==> config.mk <==
export PLATFORM = sky130hd
export DESIGN_NAME = dec_digits_to_bin
export DESIGN_NICKNAME = d
export VERILOG_FILES = /design/src/rtl/dec_pkg.sv /design/src/rtl/dec_digits_to_bin_mul10_add.sv /design/src/rtl/dec_digits_to_bin.sv
export SDC_FILE = /design/constraint.sdc
export NUM_CORES = 1
export LEC_CHECK = 0
export ABC_AREA = 1
export CORE_MARGIN = 4
export CORE_UTILIZATION = 44
export CTS_CLUSTER_SIZE = 20
export DETAILED_ROUTE_END_ITERATION = 10
export MAX_ROUTING_LAYER = met4
export PLACE_DENSITY = 0.73
export SYNTH_ARGS = -nofsm -noshare
export SYNTH_HDL_FRONTEND = slang
export SYNTH_SLANG_ARGS = --single-unit
==> constraint.sdc <==
create_clock -name clk -period 2.2 [get_ports clk]
set_input_delay 0.44 -clock clk [delete_from_list [all_inputs] [get_ports clk]]
set_output_delay 0.44 -clock clk [all_outputs]
set_load 0.02 [all_outputs]
==> src/rtl/dec_pkg.sv <==
// Shared definitions for the decimal-digit converters: FSM states, BCD limit,
// and a constant-width helper for digit counters.
package dec_pkg;

    typedef enum logic [1:0] {
        IDLE = 2'd0,
        ACC  = 2'd1,
        OUT  = 2'd2
    } state_t;

    localparam logic [3:0] BCD_MAX = 4'd9;

    // Never returns less than 1 so a counter for a single-digit number still has a bit.
    function automatic int clog2(input int n);
        int r;
        r = 0;
        while ((1 << r) < n) r++;
        return (r < 1) ? 1 : r;
    endfunction

endpackage

==> src/rtl/dec_digits_to_bin_mul10_add.sv <==
// Combinational acc*10 + d. The result is widened by 4 bits so it cannot wrap:
// (2^W-1)*10 + 9 < 2^(W+4).
module mul10_add #(
    parameter int WIDTH = 8
) (
    input  logic [WIDTH-1:0] acc,
    input  logic [3:0]       d,
    output logic [WIDTH+3:0] full
);

    logic [WIDTH+3:0] w_ext;

    assign w_ext = {4'b0000, acc};
    assign full  = (w_ext << 3) + (w_ext << 1) + {{WIDTH{1'b0}}, d};

endmodule

==> src/rtl/dec_digits_to_bin.sv <==
// Serial BCD-to-binary converter, MS digit first, valid/ready on both sides.
// Build option DEC_SAT_EN: saturate out_value on overflow instead of wrapping.
module dec_digits_to_bin
    import dec_pkg::*;
#(
    parameter int WIDTH      = 8,
    parameter int MAX_DIGITS = 3
) (
    input  logic             clk,
    input  logic             rst,
    input  logic             digit_valid,
    output logic             digit_ready,
    input  logic [3:0]       digit,
    input  logic             digit_last,
    output logic             out_valid,
    input  logic             out_ready,
    output logic [WIDTH-1:0] out_value,
    output logic             out_ovf,
    output logic             out_err
);

    localparam int CW = clog2(MAX_DIGITS);

    state_t           r_state;
    logic [WIDTH-1:0] r_acc;
    logic [CW-1:0]    r_cnt;
    logic             r_ovf;
    logic             r_err;
    logic             r_out_valid;
    logic [WIDTH-1:0] r_out_value;
    logic             r_out_ovf;
    logic             r_out_err;

    logic             w_accept;
    logic             w_final;
    logic             w_bad;
    logic [3:0]       w_d;
    logic [WIDTH+3:0] w_full;
    logic             w_ovf_n;
    logic             w_err_n;
    logic [WIDTH-1:0] w_value;

    assign digit_ready = (r_state != OUT);
    assign w_accept    = digit_valid & digit_ready;
    assign w_bad       = (digit > BCD_MAX);
    assign w_d         = w_bad ? 4'd0 : digit;
    assign w_final     = digit_last | (r_cnt == CW'(MAX_DIGITS - 1));

    mul10_add #(.WIDTH(WIDTH)) u_mul10_add (
        .acc  (r_acc),
        .d    (w_d),
        .full (w_full)
    );

    // Overflow is sticky: once set, the truncated acc is only meaningful mod 2^WIDTH.
    assign w_ovf_n = r_ovf | (|w_full[WIDTH+3:WIDTH]);
    assign w_err_n = r_err | w_bad;

`ifdef DEC_SAT_EN
    assign w_value = w_ovf_n ? {WIDTH{1'b1}} : w_full[WIDTH-1:0];
`else
    assign w_value = w_full[WIDTH-1:0];
`endif

    always_ff @(posedge clk or posedge rst) begin
        if (rst) begin
            r_state     <= IDLE;
            r_acc       <= '0;
            r_cnt       <= '0;
            r_ovf       <= 1'b0;
            r_err       <= 1'b0;
            r_out_valid <= 1'b0;
            r_out_value <= '0;
            r_out_ovf   <= 1'b0;
            r_out_err   <= 1'b0;
        end else begin
            case (r_state)
                IDLE, ACC: begin
                    if (w_accept) begin
                        r_acc <= w_full[WIDTH-1:0];
                        r_ovf <= w_ovf_n;
                        r_err <= w_err_n;
                        r_cnt <= r_cnt + 1'b1;
                        if (w_final) begin
                            r_state     <= OUT;
                            r_out_valid <= 1'b1;
                            r_out_value <= w_value;
                            r_out_ovf   <= w_ovf_n;
                            r_out_err   <= w_err_n;
                        end else begin
                            r_state <= ACC;
                        end
                    end
                end
                OUT: begin
                    // Result registers stay put until the consumer takes them.
                    if (out_ready) begin
                        r_state     <= IDLE;
                        r_out_valid <= 1'b0;
                        r_acc       <= '0;
                        r_cnt       <= '0;
                        r_ovf       <= 1'b0;
                        r_err       <= 1'b0;
                    end
                end
                default: r_state <= IDLE;
            endcase
        end
    end

    assign out_valid = r_out_valid;
    assign out_value = r_out_value;
    assign out_ovf   = r_out_ovf;
    assign out_err   = r_out_err;

endmodule

==> results of run 1 <==
-- power by group through the flow --
| stage | Sequential (uW) | Combinational [uW] | Clock, uW |
|---|---|---|---|
| 2_1_floorplan | 893 | 1020 | 0 |
| 3_3_place_gp | 797 | 1640 | 0 |
| 4_1_cts | 790 | 1720 | 202 |
| 6_report | 790 | 1780 | 199 |
| 3_5_place_dp | 799 | 1670 | 0 |
| 5_1_grt | 811 | 2030 | 225 |
-- cell type report --
cell class	instances	area [um^2]	area share, %
multi-input cells	139	860	43.2
flip-flops and latches	25	626	31.4
repair buffers	34	290	14.6
inverters	35	131	6.60
well taps	46	57.6	2.89
clock buffers	4	26.3	1.32
-- cell usage after synthesis (all sizes together) --
| cell type | number |
|---|---|
| o22ai | 2 |
| buf | 2 |
| fa | 2 |
| ha | 16 |
| a21oi | 4 |
| o21ai | 18 |
| xnor2 | 2 |
| a31oi | 1 |
| nand3 | 9 |
| inv | 35 |
| or2 | 1 |
| xor2 | 2 |
| nand2 | 66 |
| dfrtp | 25 |
| nor3 | 1 |
| a22o | 1 |
| nor2 | 14 |
-- worst max-delay path by stage --
stage	start	cells past startpoint	endpoint	slack [ns]
floorplan	digit[2]	15	out_ovf	-0.05
global placement	digit[2]	15	out_ovf	-0.65
detailed placement	digit[2]	15	out_ovf	-0.68
CTS	digit[2]	15	out_ovf	0.009
global route	r_acc[0]	13	out_ovf	-0.1
finish	r_acc[2]	12	out_ovf	0.05
-- placed cells by master, fill, tap and decap left out --
cell type / netlist / layout
sky130_fd_sc_hd__xor2_2: 0 / 1
sky130_fd_sc_hd__nor3_1: 1 / 1
sky130_fd_sc_hd__ha_1: 16 / 15
sky130_fd_sc_hd__buf_4: 0 / 14
sky130_fd_sc_hd__nand3_2: 0 / 5
sky130_fd_sc_hd__o22ai_1: 2 / 2
sky130_fd_sc_hd__a21oi_1: 3 / 3
sky130_fd_sc_hd__nand2_4: 0 / 1
sky130_fd_sc_hd__xor2_1: 2 / 1
sky130_fd_sc_hd__dfrtp_1: 25 / 25
sky130_fd_sc_hd__a21oi_4: 1 / 1
sky130_fd_sc_hd__nand2_1: 65 / 61
sky130_fd_sc_hd__inv_1: 32 / 30
sky130_fd_sc_hd__nor2_2: 1 / 1
sky130_fd_sc_hd__ha_4: 0 / 1
sky130_fd_sc_hd__o21ai_4: 0 / 1
sky130_fd_sc_hd__nand2_2: 1 / 4
sky130_fd_sc_hd__a22o_1: 1 / 1
sky130_fd_sc_hd__o21ai_1: 1 / 1
sky130_fd_sc_hd__xnor2_1: 2 / 2
sky130_fd_sc_hd__nor2_1: 13 / 13
sky130_fd_sc_hd__clkdlybuf4s50_1: 0 / 17
sky130_fd_sc_hd__inv_2: 3 / 5
sky130_fd_sc_hd__or2_2: 1 / 1
sky130_fd_sc_hd__buf_2: 1 / 3
sky130_fd_sc_hd__o21ai_0: 17 / 16
sky130_fd_sc_hd__clkbuf_4: 0 / 3
sky130_fd_sc_hd__fa_1: 2 / 1
sky130_fd_sc_hd__fa_2: 0 / 1
sky130_fd_sc_hd__clkbuf_1: 0 / 1
sky130_fd_sc_hd__a31oi_1: 1 / 1
sky130_fd_sc_hd__nand3_1: 9 / 4
-- per-layer routing --
| layer | GRT usage (%) | share of wire, % | vias to the layer above | wire, um |
|---|---|---|---|---|
| met5 | - | 0 | - | 0 |
| met4 | 1.52 | 0 | 0 | 0 |
| met3 | 3.99 | 2.9 | 0 | 94 |
| met2 | 26.2 | 48 | 16 | 1580 |
| met1 | 20.2 | 49 | 606 | 1580 |
| li1 | - | - | 697 | - |
-- sequential cells by signal, summed over array words and instances (netlist names) --
| signal | cells |
|---|---|
| out_value | 8 |
| r_acc | 8 |
| r_cnt | 2 |
| r_state | 2 |
| out_err | 1 |
| out_ovf | 1 |
| out_valid | 1 |
| r_err | 1 |
| r_ovf | 1 |
-- timing repair --
item | CTS | global route
pin swaps | 6 | 7
cloned | 0 | 0
resized for setup | 15 | 10
setup endpoints to repair | 10 | 8
setup buffers | 1 | 3
-- worst max-delay path, cell delays in order (launching register included) --
cell and delay, ns:
sky130_fd_sc_hd__dfrtp_1 0.41, sky130_fd_sc_hd__buf_4 0.14, sky130_fd_sc_hd__ha_1 0.28, sky130_fd_sc_hd__ha_1 0.34, sky130_fd_sc_hd__or2_2 0.33, sky130_fd_sc_hd__nand3_2 0.10, sky130_fd_sc_hd__nand2_1 0.06, sky130_fd_sc_hd__nand2_1 0.05
sky130_fd_sc_hd__nand2_1 0.05, sky130_fd_sc_hd__nor2_1 0.12, sky130_fd_sc_hd__nand2_1 0.08, sky130_fd_sc_hd__nand2_1 0.07, sky130_fd_sc_hd__nand2_1 0.04
-- through the flow --
step | cell area [um^2] | setup slack, ns
6_report | 1990 | 0.0514
2_1_floorplan | 1580 | -0.0453
3_5_place_dp | 1890 | -0.681
4_1_cts | 1950 | 0.00938
5_1_grt | 1990 | -0.0963
3_3_place_gp | 1890 | -0.648
-- cells by family (layout without fill, tap and decap cells) --
family                     Yosys count  after routing
adders and majority gates           18             18
AOI/OAI and AO/OA                   26             26
DFF                                 25             25
buffers and inverters               37             73
xor gates and xnor gates             4              4
and+or+nand+nor                     91             91
==> flow_summary.rst, run 1 <==
.. list-table::
   :header-rows: 1

   * - Metric
     - Value
   * - Result of the run
     - complete, no violations
   * - Part of the power in combinational logic
     - 64.3%
   * - Residual overflow from global routing
     - 0
   * - Fraction of final layout cells with drive strength greater than 1
     - 17.7%
   * - #FFs+latches synth
     - 25
   * - Final hold slack
     - 0.464 ns
   * - Half-perimeter wire length after detailed placement
     - 2480 um
   * - Clock buffer depth
     - 2
   * - Data required time at the worst endpoint
     - 2.43 ns
   * - Net count, final
     - 265
   * - Detailed-router iteration count before antenna repair
     - 4
   * - Count of buffers inserted at the top-level ports
     - 20
   * - Startpoint types
     - flop
   * - Max-cap violations
     - 0
   * - Core area
     - 3390 um^2
   * - Number of antenna violations at the first check in global routing
     - 0
   * - FF-to-FF path depth
     - 12
   * - Via count of the first global-routing pass
     - 1,247
   * - Total of endpoints with negative setup slack in the final report
     - 0
   * - Adder-cell share of the synthesized area
     - 15.4%
   * - Fin Setup TNS
     - 0 ns
   * - Terminus of the critical flop-to-flop path
     - out_ovf
   * - Number of core rows
     - 21
   * - Sequential cell area fraction in the yosys report
     - 40.1%
   * - Worst-margin pin slew
     - 0.440 ns
   * - IO Pins
     - 21
   * - DR WL/cell
     - 11.5 um
   * - Die outline area
     - 4560 um^2
   * - Detailed Route Iter0 Violations
     - 71
   * - Unrepaired setup endpoints after global routing
     - yes
   * - Root buf cell
     - sky130_fd_sc_hd__clkbuf_4
   * - Type of the worst setup path
     - flop to flop
   * - Portion of total power attributed to sequential cells
     - 28.5%
   * - Effective utilization at floorplan
     - 46.0%
   * - Kind of path behind the tightest hold check
     - input port to asynchronous set/reset pin
   * - Distinct cell type count after synthesis
     - 23
   * - Sinks on Clock Net
     - 25
   * - Mean number of vias per cell
     - 4.66
   * - Fin crit share
     - 97.7%
   * - Count of antenna-violating nets left after detailed routing
     - 0
   * - Largest net degree at the start of global routing
     - 26
   * - Post-Syn Nets
     - 228
   * - RePlAce Congestion
     - 0.846
   * - Count of inserted antenna diode cells
     - 0
   * - Number of standard cells in the layout, taps in and fillers out
     - 283
   * - Period minus WS final
     - 2.15 ns
   * - Count of unresolved DRC violations after routing
     - 0
   * - Post-Synth Simple-Gate Area
     - 23.2%
   * - Sort of element at the end of the critical path
     - flop
   * - Reported leakage power
     - 0.00108 uW
   * - Post-synthesis mux area share
     - 0%
   * - Worst vdd rail ir drop
     - 0.794 mV
   * - Tot GR Track Use
     - 15.8%
   * - Launch point of the worst reg-to-reg path
     - r_acc[2]
   * - Clock transition at path regs
     - 0.13 ns
   * - Cell accounting for the most synthesized area
     - sky130_fd_sc_hd__dfrtp_1
   * - Area added between synthesis and finish
     - 27.7%
   * - Switching power of the nets
     - 1270 uW
   * - Filler instances
     - 305
   * - Count of mapped cells out of synthesis
     - 201
   * - Number of buffers inserted by hold repair at cts
     - 0
   * - Compound-Gate Fraction of Synth Area
     - 9.55%
   * - YS warnings
     - 0
   * - Hold violation total from the final report
     - 0
   * - Post-Synth XOR/XNOR Area
     - 2.25%
   * - Final Max Tran Viols
     - 0
   * - Number of placed cells counting well taps
     - 275
   * - Flop2flop setup slack
     - 0.05 ns
   * - Clock H-tree levels
     - 1
   * - Biggest fanout along the worst timing path
     - 3
   * - Post-Synthesis Cell Area
     - 1560 um^2
   * - Proportion of netlist area held by the largest area contributor
     - 40.1%
   * - Vias
     - 1,319
   * - Die Span Y
     - 67.5 um
   * - Main combinational cell family by area after synthesis
     - simple AND/OR/NAND/NOR gates
   * - Switching power as a share of total power
     - 45.6%
   * - Max Clock Skew
     - 0.00620 ns
   * - Clock tree from TritonCTS
     - done
   * - Data arrival time of the critical path
     - 2.37 ns
   * - First-pass GRT wire length
     - 5360 um
   * - Remaining max-slew budget at the tightest pin
     - 70.7%
   * - Clock network latency to the later pin of the worst-skew pair
     - 0.31 ns
   * - Horizontal die dimension
     - 67.5 um
   * - Highest clock rate
     - 465 MHz
   * - Internal
     - 1510 uW
   * - Post-layout util
     - 58.7%
   * - Overall routed net length
     - 3250 um
   * - Pwr Density
     - 1390 nW/um^2
   * - Inserted Clock Buffers
     - 3
   * - Sum of internal, switching and leakage power
     - 2770 uW
   * - Per-instance average area after synthesis
     - 7.76 um^2
   * - Leading post-synthesis cells by cell area
     - sky130_fd_sc_hd__dfrtp_1 40%, sky130_fd_sc_hd__nand2_1 16%, sky130_fd_sc_hd__ha_1 13%
   * - Part of the power in the clock network
     - 7.2%
No activity file was read; power rests on OpenSTA's default activity.
==> inputs of run 2 (changes only) <==
--- a/config.mk
+++ b/config.mk
@@ -6,12 +6,13 @@
 export NUM_CORES = 1
 export LEC_CHECK = 0
 export ABC_AREA = 1
+export CAP_MARGIN = 5
 export CORE_MARGIN = 4
-export CORE_UTILIZATION = 44
-export CTS_CLUSTER_SIZE = 20
+export CORE_UTILIZATION = 49
+export CTS_CLUSTER_SIZE = 28
 export DETAILED_ROUTE_END_ITERATION = 10
 export MAX_ROUTING_LAYER = met4
-export PLACE_DENSITY = 0.73
+export PLACE_DENSITY = 0.79
 export SYNTH_ARGS = -nofsm -noshare
 export SYNTH_HDL_FRONTEND = slang
 export SYNTH_SLANG_ARGS = --single-unit
==> flow_summary.rst, run 2 (synthesis gave the netlist of run 1 again) <==
.. list-table::
   :header-rows: 1

   * - Metric
     - Value
   * - Number of antenna violations at the first check in global routing
     - 0
   * - Crit. Startpoint
     - r_acc[1]
   * - Filler instances
     - 286
   * - Count of buffers inserted at the top-level ports
     - 20
   * - Clock buffer depth
     - 2
   * - FF-to-FF path depth
     - 14
   * - Tot GR Track Use
     - 17.8%
   * - Hold violation total from the final report
     - 0
   * - Period minus WS final
     - 2.15 ns
   * - Largest net degree at the start of global routing
     - 26
   * - Kind of path behind the tightest hold check
     - input port to asynchronous set/reset pin
   * - Biggest fanout along the worst timing path
     - 3
   * - Overall routed net length
     - 3330 um
   * - Worst-margin pin slew
     - 0.442 ns
   * - Startpoint types
     - flop
   * - Pwr Density
     - 1420 nW/um^2
   * - Count of inserted antenna diode cells
     - 0
   * - Remaining max-slew budget at the tightest pin
     - 70.5%
   * - Terminus of the critical flop-to-flop path
     - out_ovf
   * - Net count, final
     - 260
   * - Mean number of vias per cell
     - 4.89
   * - Vias
     - 1,349
   * - DR WL/cell
     - 12.1 um
   * - Horizontal die dimension
     - 64.4 um
   * - Cell type group with the largest total delay on the critical path
     - adder cells
   * - Total of endpoints with negative setup slack in the final report
     - 0
   * - CP peak stage delay
     - 0.43 ns
   * - Clock network latency to the later pin of the worst-skew pair
     - 0.33 ns
   * - Top cell by count, worst path
     - sky130_fd_sc_hd__nand2_1
   * - Highest clock rate
     - 466 MHz
   * - Unrepaired setup endpoints after global routing
     - yes
   * - Die Span Y
     - 64.4 um
   * - Max Clock Skew
     - 0.00717 ns
   * - Worst path setup slack after routing
     - 0.0542 ns
   * - Count of antenna-violating nets left after detailed routing
     - 0
   * - Number of core rows
     - 20
   * - Sinks on Clock Net
     - 25
   * - RePlAce Congestion
     - 0.864
   * - Data arrival time of the critical path
     - 2.38 ns
   * - Count of unresolved DRC violations after routing
     - 0
   * - Sort of element at the end of the critical path
     - flop
   * - Commonest non-fill, non-tap cells in the layout
     - 61 x sky130_fd_sc_hd__nand2_1, 29 x sky130_fd_sc_hd__inv_1, 25 x sky130_fd_sc_hd__dfrtp_1
   * - Root buf cell
     - sky130_fd_sc_hd__clkbuf_4
   * - Sequential standard cell area
     - 626 um^2
   * - Commonest non-fill, non-tap cell in the layout
     - sky130_fd_sc_hd__nand2_1
   * - Sequence of cells on the critical path
     - ha_1 -> ha_1 -> inv_1 -> fa_2 -> inv_2 -> nand2_2 -> nand2_2 -> nand3_2 -> nand3_2 -> nand2_1 -> nor2_1 -> nand2_1 -> nand2_1 -> nand2_1
   * - Placement-stage worst setup slack
     - -0.687 ns
   * - Half-perimeter wire length after detailed placement
     - 2540 um
   * - Inserted Clock Buffers
     - 3
   * - Final Max Tran Viols
     - 0
   * - Launch point of the worst reg-to-reg path
     - r_acc[1]
   * - Worst vdd rail ir drop
     - 0.767 mV
   * - Area added between synthesis and finish
     - 25.9%
   * - Data required time at the worst endpoint
     - 2.44 ns
   * - Residual overflow from global routing
     - 0
   * - Clock transition at path regs
     - 0.14 ns
   * - Die outline area
     - 4150 um^2
   * - First-pass GRT wire length
     - 5700 um
   * - Clock tree from TritonCTS
     - done
   * - Bufs and invs on worst path
     - 2
   * - Via count of the first global-routing pass
     - 1,377
   * - Fin crit share
     - 97.5%
   * - Post-layout util
     - 64.3%
   * - IO Pins
     - 21
   * - Effective utilization at floorplan
     - 51.1%
   * - Result of the run
     - complete, no violations
   * - Type of the worst setup path
     - flop to flop
   * - Clock H-tree levels
     - 1
   * - Fraction of final layout cells with drive strength greater than 1
     - 18.1%
   * - Detailed-router iteration count before antenna repair
     - 4
   * - Sum of internal, switching and leakage power
     - 2790 uW
   * - Cell at the slowest stage of the critical path
     - sky130_fd_sc_hd__dfrtp_1
   * - Reported leakage power
     - 0.00105 uW
   * - Detailed Route Iter0 Violations
     - 54
   * - Core area
     - 3050 um^2
   * - Max-cap violations
     - 0
   * - Area of the multi-input gates
     - 872 um^2
   * - Flop2flop setup slack
     - 0.05 ns
-- run 2: worst max-delay path by stage --
stage	endpoint	slack [ns]	cells past startpoint
2_1_floorplan	out_ovf	-0.05	15
3_3_place_gp	out_ovf	-0.61	15
3_5_place_dp	out_ovf	-0.69	16
4_1_cts	out_ovf	0.02	15
5_1_grt	r_ovf	-0.07	13
6_report	out_ovf	0.05	14
-- run 2: through the flow --
stage | instances | hold WS, ns | cell area, um^2 | TNS, ns
final | 276 | 0.448 | 1960 | 0
after global routing | 276 | 0.479 | 1960 | -0.138
after CTS | 276 | 0.456 | 1940 | 0
after detailed placement | 271 | 0.467 | 1880 | -6.49
after global placement | 271 | 0.460 | 1880 | -5.71
after floorplan | 201 | 0.450 | 1580 | -0.0901
-- run 2: routing by layer --
metal  share of wire, %  vias up  GRT usage [%]
li1                   -      687              -
met1                 44      639           21.4
met2                 52       21           30.5
met3                3.1        2           3.69
met4               0.39        0           4.49
met5                  0        -              -
-- run 2: worst register-to-register path, stage by stage, from the launching register on --
cell and delay (ns):
sky130_fd_sc_hd__dfrtp_1 0.43, sky130_fd_sc_hd__ha_1 0.29, sky130_fd_sc_hd__ha_1 0.17, sky130_fd_sc_hd__inv_1 0.07
sky130_fd_sc_hd__fa_2 0.40, sky130_fd_sc_hd__inv_2 0.06, sky130_fd_sc_hd__nand2_2 0.04, sky130_fd_sc_hd__nand2_2 0.09
sky130_fd_sc_hd__nand3_2 0.09, sky130_fd_sc_hd__nand3_2 0.08, sky130_fd_sc_hd__nand2_1 0.05, sky130_fd_sc_hd__nor2_1 0.10
sky130_fd_sc_hd__nand2_1 0.08, sky130_fd_sc_hd__nand2_1 0.08, sky130_fd_sc_hd__nand2_1 0.05
-- run 2: layout make-up --
cell class                      count  area share, %
Sequential cell                    25           31.9
Multi-Input combinational cell    139           44.4
Clock buffer                        4           1.34
Timing Repair Buffer               29           12.9
Inverter                           35           6.69
Tap cell                           44           2.80
-- run 2: power breakdown --
| group | internal (uW) | leakage (uW) | switching (uW) | total, uW |
|---|---|---|---|---|
| sequential | 660 | 0.000311 | 136 | 796 |
| clock | 71.1 | 0.0000150 | 140 | 211 |
| combinational | 757 | 0.000729 | 1030 | 1790 |
| total | 1490 | 0.00105 | 1300 | 2790 |
-- run 2: what timing repair did --
action                                 4_1_cts  5_1_grt
hold buffers                                 0        0
pin swaps                                    6       10
setup endpoints to repair                   10        8
buffers inserted                             1        0
endpoints found under the hold margin        0        0
resized for setup                           16       13
